$ cat src/rtl/pipeline_exec_ctrl.sv
// pipeline_exec_ctrl: host RUN/STEP/HALT sequencer gating pipeline advance, with halt-opcode drain and cycle counter
module pipeline_exec_ctrl #(
  parameter int          DRAIN_CYCLES = 4,
  parameter int          CNT_W        = 32,
  parameter logic [5:0]  HALT_OPCODE  = 6'b111111
) (
  input  logic             clk,
  input  logic             reset,
  input  logic             cmd_valid,
  input  logic [1:0]       cmd_op,
  output logic             cmd_ready,
  input  logic [31:0]      id_instr,
  input  logic             id_valid,
  output logic             pipe_en,
  output logic             pipe_flush,
  output logic             busy,
  output logic             halted,
  output logic             done_pulse,
  output logic [CNT_W-1:0] cycle_cnt
);
  localparam int DW = DRAIN_CYCLES < 2 ? 1 : $clog2(DRAIN_CYCLES + 1);
  localparam logic [DW-1:0] DRAIN_INIT = DW'(DRAIN_CYCLES);
  typedef enum logic [2:0] {S_IDLE, S_RUN, S_STEP, S_DRAIN, S_HALTED} state_t;
  localparam state_t HALT_NEXT = DRAIN_CYCLES == 0 ? S_HALTED : S_DRAIN;
  state_t state_q, state_d;
  logic [DW-1:0] drain_q, drain_d;
  logic [CNT_W-1:0] cnt_q;
  logic done_q, acc, halt_det, stop;
  assign busy       = state_q inside {S_RUN, S_STEP, S_DRAIN};
  assign pipe_en    = busy;
  assign halted     = state_q == S_HALTED;
  assign cmd_ready  = state_q inside {S_IDLE, S_RUN, S_HALTED};
  assign acc        = cmd_valid && cmd_ready;
  assign halt_det   = id_valid && id_instr[31:26] == HALT_OPCODE && state_q inside {S_RUN, S_STEP};
  assign stop       = halt_det || (state_q == S_RUN && acc && cmd_op == 2'b11);
  assign pipe_flush = halt_det;
  assign done_pulse = done_q;
  assign cycle_cnt  = cnt_q;
  always_comb begin
    state_d = state_q;
    drain_d = drain_q;
    case (state_q)
      S_IDLE:   state_d = !acc ? S_IDLE : cmd_op == 2'b01 ? S_RUN : cmd_op == 2'b10 ? S_STEP :
                          cmd_op == 2'b11 ? S_HALTED : S_IDLE;
      S_RUN, S_STEP: begin
        if (stop) begin
          state_d = HALT_NEXT;
          drain_d = DRAIN_INIT;
        end else if (state_q == S_STEP) state_d = S_IDLE;
      end
      S_DRAIN: begin
        drain_d = drain_q - 1'b1;
        state_d = drain_q <= DW'(1) ? S_HALTED : S_DRAIN;
      end
      S_HALTED: state_d = S_HALTED;
      default:  state_d = S_IDLE;
    endcase
  end
  always_ff @(posedge clk) begin
    if (reset) begin
      state_q <= S_IDLE;
      drain_q <= '0;
      done_q  <= 1'b0;
      cnt_q   <= '0;
    end else begin
      state_q <= state_d;
      drain_q <= drain_d;
      done_q  <= state_d == S_HALTED && state_q != S_HALTED;
      if (pipe_en && !(&cnt_q)) cnt_q <= cnt_q + CNT_W'(1);
    end
  end
endmodule
$ cat config.mk
export PLATFORM = sky130hd
export DESIGN_NAME = pipeline_exec_ctrl
export DESIGN_NICKNAME = d
export VERILOG_FILES = /design/src/rtl/pipeline_exec_ctrl.sv
export SDC_FILE = /design/constraint.sdc
export NUM_CORES = 1
export LEC_CHECK = 0
export BUFFER_PORTS_ARGS = -buffer_cell sky130_fd_sc_hd__buf_2
export CAP_MARGIN = 40
export CORE_MARGIN = 1.5
export CORE_UTILIZATION = 50
export DETAILED_ROUTE_END_ITERATION = 10
export GPL_ROUTABILITY_DRIVEN = 0
export HOLD_SLACK_MARGIN = 0.06
export PLACE_DENSITY = 0.81
export SLEW_MARGIN = 20
export SYNTH_ARGS = -nofsm -noshare
export SYNTH_HDL_FRONTEND = slang
export SYNTH_SLANG_ARGS = --single-unit
$ cat constraint.sdc
create_clock -name clk -period 4.2 [get_ports clk]
set_clock_uncertainty 0.2 [all_clocks]
set_input_delay 0.84 -clock clk [delete_from_list [all_inputs] [get_ports clk]]
set_output_delay 0.84 -clock clk [all_outputs]
set_load 0.01 [all_outputs]
==> flow_summary_export.csv, run 1 <==
group,metric,value,unit
setup_path,worstPathRequired,3160,ps
placed_design,port_buffers,49,
power_and_ir_drop,p_switching,0.159,mW
synth,synth_top_area_share,38.4,%
min_path,hold_end,"drain_q[0]$_SDFFE_PP0P_",
timing,rsz0062_at_grt,"no",
synth,synth_fp_nets,289,
finish,final_nets,335,
min_path,min_path_type,"reg2reg",
synth,synthTopCellsByArea,"dfxtp_1, a21oi_1, o31ai_1",
clocking,clock_latency,290,ps
drt,firstDrtPassIters,4,
timing,setup_viol,0,
synth,ys.flop_type,"dfxtp_1",
power_and_ir_drop,ir_drop,0.176,mV
placed_design,detailed_place_hpwl,3.16,mm
clocking,cts_hold_buf,0,
drt,routed_wl,4.49,mm
setup_path,crit_path_start_kind,"register",
timing,slew_viol_final,0,
setup_path,reg2reg_slack,1680,ps
synth,synthArstFlopShare,0,%
floorplan,initial_core_util,53.8,%
finish,layout_commonest_cell,"buf_2",
drt,viasPerCell,5.86,
drt,drt_iter0_markers,152,
setup_path,rr_startpoint,"cycle_cnt[18]$_SDFFE_PP0P_",
floorplan,fp.dieH,66.7,um
clocking,clockRootBuffer,"clkbuf_8",
floorplan,num_rows,22,
floorplan,coreArea,3770,um^2
setup_path,r2r-end,"cycle_cnt[31]$_SDFFE_PP0P_",
power_and_ir_drop,finalPower,0.664,mW
floorplan,ios,76,
clocking,post_cts_buffers,0,
setup_path,arrival,1660,ps
power_and_ir_drop,switching_share,24.0,%
power_and_ir_drop,power_frac_comb,5.8,%
grt,grt_max_degree,42,
synth,synth_area,2030,um^2
timing,period_share,64.2,%
clocking,tritoncts,"built",
timing,max_freq,371,MHz
clocking,cts.path.max_buffers,2,
synth,ys_seq_area_share,38.4,%
power_and_ir_drop,leakagePower,0.914,nW
clocking,htreeDepth,2,
power_and_ir_drop,internal-power,0.505,mW
drt,drc,0,
setup_path,r2r_cells,5,
grt,grtUsageTotal,22.1,%
drt,post_drt_wl_per_cell,13.1,um
synth,ys_ff_latch,39,
timing,max_slew_margin,52.0,%
synth,yosysWarnings,0,
setup_path,end_kind,"primary output",
synth,synth_edf_count,0,
flow_run,maxCapViolCount,0,
synth,synth_cell_types,44,
grt,grt_pass1_vias,1791,
drt,drt.antenna.violating_nets,0,
floorplan,die_area,4450,um^2
floorplan,die_w,66.7,um
timing,worst_slew_pin_slew,720,ps
timing,setup_tns,0,ps
timing,hold_violations,0,
clocking,cts_made_buffers,5,
clocking,cts_num_sinks,39,
setup_path,critical_path_class,"reg2out",
synth,synth_cells,249,
grt,antenna_found_initial,0,
synth,syn_area_per_cell,8.16,um^2
grt,grt_pass1_wl,7.76,mm
clocking,postCtsResizedCells,0,
grt,grt_overflow_total,0,
power_and_ir_drop,p_per_area,280,nW/um^2
timing,final.min_clock_period,2700,ps
finish,area_growth,16.6,%
min_path,holdPathStages,2,
drt,dr_total_vias,2017,
power_and_ir_drop,p_seq_share,57.0,%
power_and_ir_drop,power_frac_clock,37.2,%
outcome,status,"complete, no violations",
synth,yosysTopAreaCell,"dfxtp_1",
finish,drive_gt1_share,24.0,%
min_path,hold_path.startpoint,"drain_q[0]$_SDFFE_PP0P_",
setup_path,crit_fanout,10,
finish,antennaDiodeCount,0,
finish,layout_common_cells,"buf_2, dfxtp_1, a21oi_1, nor2_1, nand2_1",
clocking,clk_pin_slew_worst_paths,80,ps
-- layout make-up --
class / instances / area, um^2
flip-flops and latches: 39 / 781
repair buffers: 52 / 268
fillers: 332 / 1400
clock inverters: 2 / 12.5
inverters: 9 / 33.8
multi-input cells: 188 / 1140
clock buffers: 6 / 72.6
well taps: 48 / 60.1
-- power by group through the flow --
stage               Clock [mW]  Combinational [mW]  Sequential, mW
global route             0.269              0.0433           0.379
CTS                      0.254              0.0384           0.379
global placement             0              0.0377           0.387
floorplan                    0              0.0267           0.386
finish                   0.247              0.0383           0.379
detailed placement           0              0.0383           0.387
-- flip-flops by register name, indices dropped and copies added, names as in the netlist --
register / flops
cycle_cnt: 32
drain_q: 3
state_q: 3
done_pulse: 1
-- cell usage after synthesis (2+ instances only) --
cell and count:
nand4_2 2, and2_1 2, inv_1 8, a31oi_1 3
nor3_1 4, ha_1 2, or2_2 3, a21oi_1 28
and4_1 3, and3_1 4, o31ai_1 16, clkbuf_1 5
dlygate4sd1_1 2, xor2_1 3, nand2_1 17, or3_1 9
dfxtp_1 39, nor4_1 2, nor2b_1 5, nor2_1 21
nand4_1 7, nand3_1 13, buf_2 4, o21ai_0 11
or4_2 2, mux2_2 3, nor4b_1 2, or4_1 13
-- per-stage QoR --
| stage | utilization (%) | hold slack [ps] | setup WS (ps) | instances | area, um^2 |
|---|---|---|---|---|---|
| 6_report | 62.8 | 274 | 1500 | 344 | 2370 |
| 3_3_place_gp | 60.6 | 255 | 1590 | 336 | 2280 |
| 4_1_cts | 62.8 | 278 | 1520 | 344 | 2370 |
| 2_1_floorplan | - | 244 | 1670 | 249 | 2030 |
| 5_1_grt | 62.8 | 330 | 1380 | 344 | 2370 |
| 3_5_place_dp | 60.6 | 265 | 1530 | 336 | 2280 |
-- worst max path at each step --
stage                          start         end  slack, ps  depth (start not counted)
4_1_cts        state_q[2]$_SDFF_PP0_  pipe_flush       1520                          3
6_report       state_q[2]$_SDFF_PP0_  pipe_flush       1500                          3
5_1_grt        state_q[2]$_SDFF_PP0_  pipe_flush       1380                          3
2_1_floorplan               id_valid  pipe_flush       1670                          2
3_5_place_dp                id_valid  pipe_flush       1530                          4
3_3_place_gp                id_valid  pipe_flush       1590                          4
-- critical path: stages, from the launching register on --
cell	delay (ps)
dfxtp_1	400
o21bai_1	300
nor4b_1	450
buf_2	220
-- layer usage --
| layer | track usage [%] | vias to the layer above | share of wire (%) |
|---|---|---|---|
| met5 | 0 | - | 0 |
| met4 | 8.16 | 0 | 0.96 |
| met3 | 4.56 | 4 | 5.9 |
| met2 | 36.4 | 57 | 46 |
| met1 | 28.5 | 934 | 47 |
| li1 | - | 1022 | - |
-- cell families (layout without fill, tap and decap cells) --
logic type      after synthesis  in the layout  synth area share, %
simple gates                113            113                 31.7
compound gates               64             64                 18.9
flops                        39             39                 38.4
buf+inv                      22             69                 5.36
mux                           5              5                 2.71
xor+xnor                      4              4                 1.73
fa+ha+maj                     2              2                 1.23
Power figures use the tool's default switching activity.
==> run 2: changes to the inputs <==
--- a/config.mk
+++ b/config.mk
@@ -8,11 +8,11 @@
 export BUFFER_PORTS_ARGS = -buffer_cell sky130_fd_sc_hd__buf_2
 export CAP_MARGIN = 40
 export CORE_MARGIN = 1.5
-export CORE_UTILIZATION = 50
+export CORE_UTILIZATION = 44
 export DETAILED_ROUTE_END_ITERATION = 10
 export GPL_ROUTABILITY_DRIVEN = 0
 export HOLD_SLACK_MARGIN = 0.06
-export PLACE_DENSITY = 0.81
+export PLACE_DENSITY = 0.76
 export SLEW_MARGIN = 20
 export SYNTH_ARGS = -nofsm -noshare
 export SYNTH_HDL_FRONTEND = slang
==> constraint.sdc (replaced) <==
create_clock -name clk -period 2.25 [get_ports clk]
set_clock_uncertainty 0.2 [all_clocks]
set_input_delay 0.45 -clock clk [delete_from_list [all_inputs] [get_ports clk]]
set_output_delay 0.45 -clock clk [all_outputs]
set_load 0.01 [all_outputs]
==> flow_summary_export.csv, run 2 (synthesis results as in run 1) <==
group,metric,value,unit
timing,max_freq,449,MHz
clocking,clk_pin_slew_worst_paths,70,ps
grt,grt_max_degree,28,
timing,setup_viol,0,
drt,viasPerCell,5.68,
outcome,status,"complete, no violations",
drt,dr_total_vias,2268,
finish,drive_gt1_share,41.8,%
floorplan,die_w,70.9,um
floorplan,ios,76,
clocking,htreeDepth,2,
clocking,cts_num_sinks,39,
drt,routed_wl,5.49,mm
finish,antennaDiodeCount,0,
drt,drc,0,
drt,drt.antenna.violating_nets,0,
floorplan,initial_core_util,46.3,%
floorplan,coreArea,4380,um^2
finish,largest_register_ffs,32,
clocking,cts.path.max_buffers,2,
flow_run,maxCapViolCount,0,
power_and_ir_drop,p_per_area,434,nW/um^2
drt,firstDrtPassIters,4,
clocking,clock_latency,290,ps
setup_path,worstPathRequired,2270,ps
placed_design,detailed_place_hpwl,3.85,mm
setup_path,crit_slowest_cell,"or4_4",
clocking,clockRootBuffer,"clkbuf_8",
timing,setup_tns,0,ps
setup_path,arrival,2250,ps
floorplan,num_rows,24,
timing,worst_slew_pin_slew,541,ps
setup_path,critical_path.top_delay_family,"simple AND/OR/NAND/NOR gates",
setup_path,end_kind,"register",
clocking,cts_hold_buf,0,
timing,max_slew_margin,63.9,%
finish,n_fill_cell,367,
clocking,tritoncts,"built",
grt,grt_pass1_wl,8.92,mm
drt,drt_iter0_markers,63,
floorplan,fp.dieH,70.9,um
finish,final_nets,386,
placed_design,dp.cells,382,
floorplan,die_area,5030,um^2
finish,multiInputGateArea,1220,um^2
setup_path,slowest_delay,540,ps
grt,grtUsageTotal,21.9,%
setup_path,critical_path_class,"reg2reg",
finish,layout_common_cells,"buf_4, buf_2, a21oi_1, dfxtp_1, nor2_1",
finish,area_growth,41.2,%
timing,rsz0062_at_grt,"yes",
timing,hold_violations,0,
setup_path,crit_fanout,8,
timing,slew_viol_final,0,
finish,layout_commonest_cell,"buf_4",
timing,final.min_clock_period,2220,ps
placed_design,port_buffers,49,
setup_path,crit_path_start_kind,"register",
power_and_ir_drop,finalPower,1.24,mW
grt,antenna_found_initial,0,
power_and_ir_drop,ir_drop,0.355,mV
finish,ff_latch_area,810,um^2
clocking,cts_made_buffers,5,
min_path,min_path_type,"reg2reg",
setup_path,path_cells,"nand4_4 -> or4_4 -> or2_1 -> or4_1 -> a21oi_1",
grt,grt_pass1_vias,2075,
grt,grt_overflow_total,0,
power_and_ir_drop,leakagePower,1.19,nW
finish,layout.cells.non_filler,399,
timing,period_share,98.9,%
setup_path,worst-path-buf-inv,0,
drt,post_drt_wl_per_cell,13.8,um
run 2: changes by cell type in the layout (fill, tap and decap cells not counted), moves of 5 or more:
cell,change
dfxtp_2,+8
buf_4,+50
dfxtp_4,+5
dfxtp_1,-13
run 2: worst paths after layout:
kind	start	endpoint	slack [ps]	cells after the start
setup / recovery	cycle_cnt[21]$_SDFFE_PP0P_	cycle_cnt[27]$_SDFFE_PP0P_	30	5
hold / removal	drain_q[0]$_SDFFE_PP0P_	drain_q[0]$_SDFFE_PP0P_	270	2
setup reg to reg	cycle_cnt[21]$_SDFFE_PP0P_	cycle_cnt[27]$_SDFFE_PP0P_	30	5
hold reg to reg	drain_q[0]$_SDFFE_PP0P_	drain_q[0]$_SDFFE_PP0P_	270	2
run 2: layout make-up:
class	instances	area share, %
clock buffer	8	2.79
inverter	9	1.22
tap	52	2.27
sequential	39	28.2
multi-input combinational	188	42.6
timing repair buffer	103	22.8
run 2: power breakdown:
| part | switching [mW] | internal [mW] |
|---|---|---|
| Sequential | 0.00810 | 0.692 |
| Combinational | 0.0531 | 0.0410 |
| Clock | 0.229 | 0.220 |
run 2: through the flow:
| stage | hold WS [ps] | cell area, um^2 | utilization [%] | setup slack [ps] |
|---|---|---|---|---|
| finish | 267 | 2870 | 65.4 | 25.2 |
| global route | 312 | 2870 | 65.4 | -125 |
| CTS | 271 | 2750 | 62.6 | -17.0 |
| detailed placement | 266 | 2640 | 60.2 | -89.0 |
| global placement | 257 | 2640 | 60.2 | -40.4 |
| floorplan | 244 | 2070 | - | 5.58 |
run 2: worst reg2reg max path, cell delays in order (launching register included):
cell	delay, ps
dfxtp_4	360
nand4_4	110
or4_4	540
or2_1	320
or4_1	490
a21oi_1	120
run 2: what timing repair did:
action	in CTS	in global routing
cloned	0	1
setup endpoints to repair	13	29
gates resized for setup	4	13
pin swaps	3	3
buffers inserted	2	6
run 2: per-layer routing:
metal,global-route usage (%),share of wire (%),up-vias
met5,0,0,-
met4,9.43,1.8,0
met3,4.13,4.7,8
met2,37.4,50,56
met1,26.9,43,1080
li1,-,-,1124
==> run 3: changes to the inputs <==
--- a/config.mk
+++ b/config.mk
@@ -12,7 +12,7 @@
 export DETAILED_ROUTE_END_ITERATION = 10
 export GPL_ROUTABILITY_DRIVEN = 0
 export HOLD_SLACK_MARGIN = 0.06
-export PLACE_DENSITY = 0.76
+export PLACE_DENSITY_LB_ADDON = 0.25
 export SLEW_MARGIN = 20
 export SYNTH_ARGS = -nofsm -noshare
 export SYNTH_HDL_FRONTEND = slang
==> flow_summary_export.csv, run 3 (synthesis results as in run 1) <==
group,metric,value,unit
power_and_ir_drop,p_switching,0.306,mW
outcome,violations,"negative setup slack",
finish,multiInputGateArea,1250,um^2
setup_path,path_cells,"nand4_4 -> or4_4 -> buf_4 -> o31ai_2 -> buf_4 -> nor2_1 -> mux2_2",
clocking,cts_num_sinks,39,
finish,ff_latch_area,811,um^2
grt,grt_max_degree,30,
timing,max_slew_margin,61.4,%
finish,layout.cells.non_filler,390,
placed_design,dp.cells,376,
finish,drive_gt1_share,43.8,%
finish,n_fill_cell,384,
finish,antennaDiodeCount,0,
finish,fin_util,65.0,%
power_and_ir_drop,switching_share,23.3,%
floorplan,ios,76,
power_and_ir_drop,ir_drop,0.289,mV
power_and_ir_drop,p_seq_share,53.1,%
flow_run,maxCapViolCount,0,
timing,max_freq,444,MHz
drt,firstDrtPassIters,4,
setup_path,cp.depth,7,
floorplan,die_area,5030,um^2
power_and_ir_drop,p_per_area,462,nW/um^2
min_path,holdPathStages,2,
floorplan,die_w,70.9,um
timing,fin_ws,-2.80,ps
drt,drt.antenna.violating_nets,0,
min_path,min_path_type,"reg2reg",
drt,viasPerCell,5.62,
timing,setup_viol,1,
setup_path,worst-path-buf-inv,2,
setup_path,arrival,2230,ps
setup_path,crit_path_start_kind,"register",
power_and_ir_drop,finalPower,1.32,mW
grt,grt_pass1_wl,8.58,mm
clocking,htreeDepth,2,
clocking,cts_hold_buf,0,
clocking,clk_pin_slew_worst_paths,80,ps
clocking,tritoncts,"built",
floorplan,num_rows,24,
drt,drt_iter0_markers,104,
finish,layout_common_cells,"buf_2, buf_4, dfxtp_1, nor2_1, a21oi_1",
drt,routed_wl,5.19,mm
drt,drc,0,
timing,holdWs,274,ps
timing,setup_tns,-2.80,ps
clocking,clockRootBuffer,"clkbuf_8",
setup_path,critical_path.top_delay_family,"simple AND/OR/NAND/NOR gates",
finish,final_nets,377,
power_and_ir_drop,power_frac_comb,6.9,%
drt,post_drt_wl_per_cell,13.3,um
grt,grt_overflow_total,0,
power_and_ir_drop,internal-power,1.01,mW
finish,layout_commonest_cell,"buf_2",
power_and_ir_drop,leakagePower,1.16,nW
timing,slew_viol_final,0,
floorplan,coreArea,4380,um^2
floorplan,initial_core_util,46.3,%
finish,finalInstanceArea,2850,um^2
floorplan,fp.dieH,70.9,um
timing,hold_violations,0,
timing,final.min_clock_period,2250,ps
clocking,cts_made_buffers,5,
setup_path,crit_path_frequent_cell,"buf_4",
setup_path,crit_slowest_cell,"or4_4",
clocking,cts.path.max_buffers,2,
finish,largest_register_ffs,32,
setup_path,critical_path_class,"reg2reg",
drt,dr_total_vias,2191,
power_and_ir_drop,power_frac_clock,40.0,%
placed_design,place_area,2590,um^2
placed_design,dp_worst_setup_slack,-54.4,ps
grt,grtUsageTotal,20.9,%
setup_path,end_kind,"register",
placed_design,detailed_place_hpwl,3.69,mm
clocking,clock_latency,290,ps
outcome,status,"finished, violations left",
placed_design,port_buffers,49,
grt,grt_pass1_vias,1954,
timing,rsz0062_at_grt,"yes",
setup_path,crit_fanout,6,
timing,worst_slew_pin_slew,578,ps
setup_path,slowest_delay,540,ps
setup_path,worstPathRequired,2230,ps
timing,period_share,100,%
grt,antenna_found_initial,0,
finish,area_growth,40.4,%
setup_path,r2r_cells,7,
-- run 3: cell count changes in the layout (fill, tap and decap cells not counted), sizes merged --
cell and delta:
clkdlybuf4s15 -1, buf -8
-- run 3: timing repair --
| item | 4_1_cts | 5_1_grt |
|---|---|---|
| buffers inserted | 2 | 4 |
| gates cloned | 0 | 1 |
| resized for setup | 2 | 28 |
| setup endpoints to repair | 7 | 28 |
| pin swaps | 0 | 6 |
-- run 3: worst register-to-register path: cells and delay by family (launching register included) --
| kind | cells | cell delay (ps) |
|---|---|---|
| and+or+nand+nor | 3 | 710 |
| buffers and inverters | 2 | 380 |
| DFF | 1 | 360 |
| muxes | 1 | 270 |
| AOI/OAI and AO/OA | 1 | 230 |
-- run 3: cell type report --
type	count	share of cell area, %
Tap cell	52	2.28
Clock buffer	8	3.51
Sequential cell	39	28.4
Multi-Input combinational cell	188	44.0
Timing Repair Buffer	94	20.5
Inverter	9	1.23
-- run 3: final timing paths --
path,start,end,slack [ps]
setup / recovery,cycle_cnt[21]$_SDFFE_PP0P_,cycle_cnt[2]$_SDFFE_PP0P_,-3
hold / removal,drain_q[0]$_SDFFE_PP0P_,drain_q[0]$_SDFFE_PP0P_,270
hold reg to reg,drain_q[0]$_SDFFE_PP0P_,drain_q[0]$_SDFFE_PP0P_,270
setup reg to reg,cycle_cnt[21]$_SDFFE_PP0P_,cycle_cnt[2]$_SDFFE_PP0P_,-3
-- run 3: routing by layer --
metal	vias to the layer above	part of all wire (%)	GRT usage, %
li1	1114	-	-
met1	1029	45	27.1
met2	41	50	34.4
met3	7	4.2	5.27
met4	0	1.2	6.71
met5	-	0	0
-- run 3: power by group through the flow --
| stage | logic [mW] | clock network (mW) | registers, mW |
|---|---|---|---|
| 2_1_floorplan | 0.0498 | 0 | 0.714 |
| 3_3_place_gp | 0.0833 | 0 | 0.712 |
| 3_5_place_dp | 0.0846 | 0 | 0.712 |
| 4_1_cts | 0.0853 | 0.542 | 0.696 |
| 5_1_grt | 0.102 | 0.566 | 0.699 |
| 6_report | 0.0914 | 0.526 | 0.698 |
